File: src/rtl/mem_stage_pkg.sv
// Shared Y86-64 definitions: instruction codes and the memory-stage FSM states.
package y86_defs;

  localparam logic [3:0] IHALT   = 4'h0;
  localparam logic [3:0] INOP    = 4'h1;
  localparam logic [3:0] IRRMOVQ = 4'h2;
  localparam logic [3:0] IIRMOVQ = 4'h3;
  localparam logic [3:0] IRMMOVQ = 4'h4;
  localparam logic [3:0] IMRMOVQ = 4'h5;
  localparam logic [3:0] IOPQ    = 4'h6;
  localparam logic [3:0] IJXX    = 4'h7;
  localparam logic [3:0] ICALL   = 4'h8;
  localparam logic [3:0] IRET    = 4'h9;
  localparam logic [3:0] IPUSHQ  = 4'hA;
  localparam logic [3:0] IPOPQ   = 4'hB;

  typedef enum logic [1:0] {
    IDLE  = 2'd0,
    READ  = 2'd1,
    WRITE = 2'd2,
    DONE  = 2'd3
  } mem_state_t;

endpackage

File: src/rtl/mem_stage_data_mem_byte.sv
// Byte-wide data memory: one synchronous write port, combinational read.
// No reset: contents survive a stage reset.
module data_mem_byte #(
  parameter int DEPTH = 256,
  parameter int AW    = 8
) (
  input  logic          clk,
  input  logic          we,
  input  logic [AW-1:0] addr,
  input  logic [7:0]    wdata,
  output logic [7:0]    rdata
);

  logic [7:0] mem [DEPTH];

  // Single write port; read and write share the address.
  always_ff @(posedge clk) begin
    if (we) mem[addr] <= wdata;
  end

  assign rdata = mem[addr];

endmodule

File: src/rtl/mem_stage.sv
// Y86-64 memory stage: one byte per clock, 8-cycle loads/stores, valid/ready
// handshake toward execute, one-cycle out_valid pulse on completion.
module mem_stage
  import y86_defs::*;
#(
  parameter int MEM_BYTES = 256,
  parameter int ADDR_W    = 64
) (
  input  logic              clk,
  input  logic              reset,
  input  logic              in_valid,
  output logic              in_ready,
  input  logic [3:0]        icode,
  input  logic [ADDR_W-1:0] valE,
  input  logic [ADDR_W-1:0] valA,
  input  logic [ADDR_W-1:0] valP,
  output logic              out_valid,
  output logic [3:0]        out_icode,
  output logic [ADDR_W-1:0] out_valE,
  output logic [63:0]       valM,
  output logic              dmem_error,
  output logic              busy
);

  localparam int MA = $clog2(MEM_BYTES);
  // Highest legal base address of an 8-byte access.
  localparam logic [ADDR_W-1:0] LIMIT = ADDR_W'(MEM_BYTES - 8);

  mem_state_t        state, state_d;
  logic [2:0]        cnt;
  logic [MA-1:0]     addr_q;
  logic [63:0]       data_q;

  logic              op_rd, op_wr, range_err, accept;
  logic [ADDR_W-1:0] addr_sel, data_sel;
  logic [MA-1:0]     mem_addr;
  logic [7:0]        mem_rdata, mem_wdata;
  logic              mem_we;

  assign in_ready  = (state == IDLE);
  assign busy      = ~in_ready;
  assign out_valid = (state == DONE);
  assign accept    = in_valid & in_ready;

  // Classify the incoming instruction and pick its address and store data.
  always_comb begin
    op_rd    = 1'b0;
    op_wr    = 1'b0;
    addr_sel = valE;
    data_sel = valA;
    case (icode)
      IMRMOVQ:        op_rd = 1'b1;
      IRET, IPOPQ:    begin op_rd = 1'b1; addr_sel = valA; end
      IRMMOVQ, IPUSHQ: op_wr = 1'b1;
      ICALL:          begin op_wr = 1'b1; data_sel = valP; end
      default: ;
    endcase
  end

  // Unsigned full-width compare, so huge addresses cannot wrap into range.
  assign range_err = (op_rd | op_wr) && (addr_sel > LIMIT);

  // Next-state logic; non-memory and out-of-range accesses skip straight to DONE.
  always_comb begin
    state_d = state;
    case (state)
      IDLE: begin
        if (accept) begin
          if (range_err || !(op_rd || op_wr)) state_d = DONE;
          else if (op_rd)                     state_d = READ;
          else                                state_d = WRITE;
        end
      end
      READ, WRITE: if (cnt == 3'd7) state_d = DONE;
      DONE:        state_d = IDLE;
      default:     state_d = IDLE;
    endcase
  end

  // State register.
  always_ff @(posedge clk or posedge reset) begin
    if (reset) state <= IDLE;
    else       state <= state_d;
  end

  // Capture operands at accept, then step through the bytes.
  always_ff @(posedge clk or posedge reset) begin
    if (reset) begin
      cnt        <= '0;
      addr_q     <= '0;
      data_q     <= '0;
      out_icode  <= '0;
      out_valE   <= '0;
      valM       <= '0;
      dmem_error <= 1'b0;
    end else if (accept) begin
      cnt        <= '0;
      addr_q     <= addr_sel[MA-1:0];
      data_q     <= 64'(data_sel);
      out_icode  <= icode;
      out_valE   <= valE;
      valM       <= '0;
      dmem_error <= range_err;
    end else if (state == READ) begin
      valM[{cnt, 3'b000} +: 8] <= mem_rdata;
      cnt <= cnt + 3'd1;
    end else if (state == WRITE) begin
      cnt <= cnt + 3'd1;
    end
  end

  // Base address was range-checked at accept, so this add never wraps.
  assign mem_addr  = addr_q + MA'(cnt);
  assign mem_we    = (state == WRITE);
  assign mem_wdata = data_q[{cnt, 3'b000} +: 8];

  data_mem_byte #(
    .DEPTH(MEM_BYTES),
    .AW   (MA)
  ) u_mem (
    .clk  (clk),
    .we   (mem_we),
    .addr (mem_addr),
    .wdata(mem_wdata),
    .rdata(mem_rdata)
  );

endmodule

File: config.mk
export PLATFORM = sky130hd
export DESIGN_NAME = mem_stage
export DESIGN_NICKNAME = d
export VERILOG_FILES = /design/src/rtl/mem_stage_pkg.sv /design/src/rtl/mem_stage_data_mem_byte.sv /design/src/rtl/mem_stage.sv
export SDC_FILE = /design/constraint.sdc
export NUM_CORES = 2
export LEC_CHECK = 0
export BUFFER_PORTS_ARGS = -buffer_cell sky130_fd_sc_hd__buf_2
export CELL_PAD_IN_SITES_DETAIL_PLACEMENT = 1
export CELL_PAD_IN_SITES_GLOBAL_PLACEMENT = 1
export CORE_MARGIN = 8
export CORE_UTILIZATION = 30
export DETAILED_ROUTE_END_ITERATION = 8
export GPL_ROUTABILITY_DRIVEN = 0
export PLACE_DENSITY_LB_ADDON = 0.1
export SYNTH_ARGS = -nofsm -noshare
export SYNTH_HDL_FRONTEND = slang
export SYNTH_SLANG_ARGS = --single-unit
File: constraint.sdc
create_clock -name clk -period 8.9 [get_ports clk]
set_input_delay 0.89 -clock clk [delete_from_list [all_inputs] [get_ports clk]]
set_output_delay 0.89 -clock clk [all_outputs]
set_load 0.01 [all_outputs]
==> metrics <==
startpoint of the worst register-to-register path=cnt[2]$_DFFE_PP0P_; starting density of the core=0.302; hold-fix buffers at CTS=0; area of the core region=297000 um^2; leading register cell type out of synthesis=sky130_fd_sc_hd__edfxtp_1; highest net fanout along the worst path=48; number of maximum-capacitance violations=0; Net Count, Synth=5026; 1st-pass router iterations=8; clock-pin slew of the registers on the worst-case setup and hold paths=0.06 ns; Mean Syn Cell Area=18.6 um^2; number of rows in the core area=200; largest net degree at the start of global routing=230; critical path capture point type=flip-flop; CTS tree=built; buffers inserted by post-CTS timing repair=0; port buffer count=334; number of failing hold endpoints at the final stage=0; number of buffers on the longest clock path=4; register bit total from synthesis=2258; Tot GR Track Use=0.179; vias per inst=5.09; area of the die=316000 um^2; Setup Total Neg Slack=0 ns; worst clock skew=0.0416 ns; number of global-route vias before repair=50400; actual slew at the worst max-slew pin=1.49 ns; worst max-slew margin expressed relative to the limit=0.00582; cell area after synthesis=89600 um^2; count of yosys warnings during synthesis=0; Cell variety after synth=73; final std cells w/o fill=9372; result of the run=finished clean; met3 WL post-DR=15500 um; die span in x=563 um; number of nets at the end of the flow=5449; uppermost routed layer=met5; highest ir drop seen on vdd=0.545 mV; cell count after synthesis=4813; die height=563 um; dominant cells by area after synthesis=sky130_fd_sc_hd__edfxtp_1 69%, sky130_fd_sc_hd__mux4_2 13%, sky130_fd_sc_hd__dfrtp_1 5.9%; post-synthesis sequential area ratio=0.745; arrival time at the worst endpoint=6.71 ns; post-synthesis async set-or-reset flop share=0.0930; most area-hungry cell type in the Yosys netlist=sky130_fd_sc_hd__edfxtp_1; routed length on met1=135000 um; Met2 Routed Length=134000 um; Setup crit end=valM[25]$_DFFE_PP0P_; number of DRC markers in iteration 0=3909; DRC Markers=0; buffer type at the clock tree root=sky130_fd_sc_hd__clkbuf_16; Period minus WS final=6.02 ns; total vias in the final route=47700; fraction of layout cells with a size suffix above 1=0.258; static leakage=34.5 nW; total power divided by cell area=449 nW/um^2; standard cell area after detailed placement=96100 um^2; post_cts resized=0; most used standard cell by instance count after synthesis=sky130_fd_sc_hd__edfxtp_1; Detail Placement HPWL=178000 um; Post-Route WL=290000 um; number of antenna violations at the first check in global routing=13; Design Area, Final=104000 um^2; detailed-route wire length per cell=31.0 um; setup repair after global routing missed its margin=no; nature of the critical path startpoint=flip-flop; leading cell types by count after synthesis=2048 x sky130_fd_sc_hd__edfxtp_1, 678 x sky130_fd_sc_hd__nand2_1, 528 x sky130_fd_sc_hd__mux4_2, 274 x sky130_fd_sc_hd__nor2_1, 210 x sky130_fd_sc_hd__dfrtp_1; clock latency of the later-clocked register in the worst-skew pair=0.85 ns; Post-Route Utilization=0.351; number of setup violations in the final report=0; H-tree depth reported by CTS=5; part of the cycle the worst path needs=0.676; post-route ant nets=0; Inserted Clock Buffers=267; filler cell count in the final layout=29300; min-delay worst type=primary input to async pin; category of the most critical setup path=flip-flop to flip-flop; fin. max-slew vios=0; Worst R2R Setup Slack=2.88 ns; first-pass GRT wire length=409000 um; area growth from synthesis to final layout=16.3%; Req. time, crit path=9.60 ns; number of sinks on the clock net=2258; top cell type's share of synthesized area=0.686; residual overflow from global routing=0; peak clock frequency supported by timing=166 MHz; sum of internal, switching and leakage power=46.8 mW; reg-to-reg critical path endpoint=valM[25]$_DFFE_PP0P_; count of pins on the block boundary=335; Post-synth EDFFs=2048; worst setup path startpoint=cnt[2]$_DFFE_PP0P_; cell count after placement=8906; length in cells of the worst reg-to-reg path=11
area by class of cell:
cell class | count | area, um^2 | area share
timing repair buffer | 443 | 2690 | 0.0258
inverter | 11 | 48.8 | 0.000468
sequential | 2258 | 66800 | 0.641
tap | 3939 | 4930 | 0.0473
antenna | 4 | 10.0 | 0.0000961
multi-input combinational | 2255 | 21700 | 0.208
clock buffer | 334 | 7080 | 0.0679
clock inverter | 128 | 1020 | 0.00981
metrics by stage:
stage | hold slack [ns] | setup WS, ns
after floorplan | 0.445 | 2.27
after global placement | 0.454 | 2.42
after detailed placement | 0.459 | 2.88
after CTS | 0.0881 | 2.85
after global routing | 0.122 | 2.71
final | 0.106 | 2.88
state kept, by name, indices dropped and copies added, names as in the netlist:
name        count
state           2
out_icode       4
u_mem.mem    2048
out_valE       64
addr_q          8
cnt             3
data_q         64
valM           64
dmem_error      1
worst min path at each step:
| stage | from | slack, ns | end | cells after the start |
|---|---|---|---|---|
| 2_1_floorplan | data_q[10]$_DFFE_PP0P_ | 0.44 | data_q[10]$_DFFE_PP0P_ | 2 |
| 3_3_place_gp | out_valE[22]$_DFFE_PP0P_ | 0.45 | out_valE[22]$_DFFE_PP0P_ | 2 |
| 3_5_place_dp | out_valE[50]$_DFFE_PP0P_ | 0.46 | out_valE[50]$_DFFE_PP0P_ | 2 |
| 4_1_cts | reset | 0.09 | out_valE[41]$_DFFE_PP0P_ | 2 |
| 5_1_grt | reset | 0.12 | out_valE[42]$_DFFE_PP0P_ | 2 |
| 6_report | reset | 0.11 | out_valE[41]$_DFFE_PP0P_ | 2 |
placed cells by master, fill, tap and decap left out, types with 20 or more instances in the layout:
master | Yosys | final
sky130_fd_sc_hd__dfrtp_1 | 210 | 210
sky130_fd_sc_hd__a32oi_1 | 25 | 25
sky130_fd_sc_hd__mux2i_1 | 146 | 146
sky130_fd_sc_hd__a22o_1 | 56 | 56
sky130_fd_sc_hd__clkbuf_16 | 0 | 273
sky130_fd_sc_hd__o21ai_0 | 89 | 89
sky130_fd_sc_hd__clkinv_1 | 1 | 53
sky130_fd_sc_hd__buf_4 | 25 | 92
sky130_fd_sc_hd__edfxtp_1 | 2048 | 2048
sky130_fd_sc_hd__clkinv_2 | 0 | 43
sky130_fd_sc_hd__clkbuf_1 | 107 | 59
sky130_fd_sc_hd__nand4_1 | 24 | 24
sky130_fd_sc_hd__buf_2 | 106 | 335
sky130_fd_sc_hd__nor2_1 | 274 | 273
sky130_fd_sc_hd__mux4_2 | 528 | 528
sky130_fd_sc_hd__a211oi_1 | 38 | 38
sky130_fd_sc_hd__nand3_1 | 103 | 87
sky130_fd_sc_hd__nand2_1 | 678 | 669
sky130_fd_sc_hd__a21oi_1 | 20 | 20
sky130_fd_sc_hd__nor4_1 | 31 | 31
sky130_fd_sc_hd__and3_1 | 51 | 51
power by group:
group	total [mW]	switching, mW	internal (mW)
clock network	10.4	4.37	6.04
registers	15.2	0.266	15.0
logic	21.1	14.4	6.76
total	46.8	19.0	27.8
critical path: stages, from the launching register on:
cell                      delay (ns)
sky130_fd_sc_hd__dfrtp_1        0.55
sky130_fd_sc_hd__ha_1           0.66
sky130_fd_sc_hd__nor2_2         0.18
sky130_fd_sc_hd__or3_2          0.44
sky130_fd_sc_hd__buf_4          0.34
sky130_fd_sc_hd__nand2_4        0.75
sky130_fd_sc_hd__buf_4          0.59
sky130_fd_sc_hd__nand3_1        0.18
sky130_fd_sc_hd__a32o_1         0.36
sky130_fd_sc_hd__o31ai_1        0.78
sky130_fd_sc_hd__nand4_2        0.59
sky130_fd_sc_hd__a22o_1         0.37
cells by family (layout without fill, tap and decap cells):
logic type / Yosys count / in the layout / share of synthesized area
AND/OR/NAND/NOR: 1222 / 1222 / 0.0585
multiplexers: 674 / 674 / 0.149
XOR/XNOR: 4 / 4 / 0.000391
flip-flops: 2258 / 2258 / 0.745
AO/OA/AOI/OAI: 341 / 341 / 0.0284
buffers and inverters: 300 / 916 / 0.0168
adder cells (fa/ha/maj): 14 / 14 / 0.00204
other: 0 / 4 / 0
routing by layer:
| metal | vias to the layer above | global-route usage |
|---|---|---|
| met2 | 1261 | 0.283 |
| li1 | 20100 | - |
| met1 | 26000 | 0.258 |
| met3 | 316 | 0.0307 |
| met5 | - | 0 |
| met4 | 2 | 0.0407 |
No activity file was read; power rests on OpenSTA's default activity.
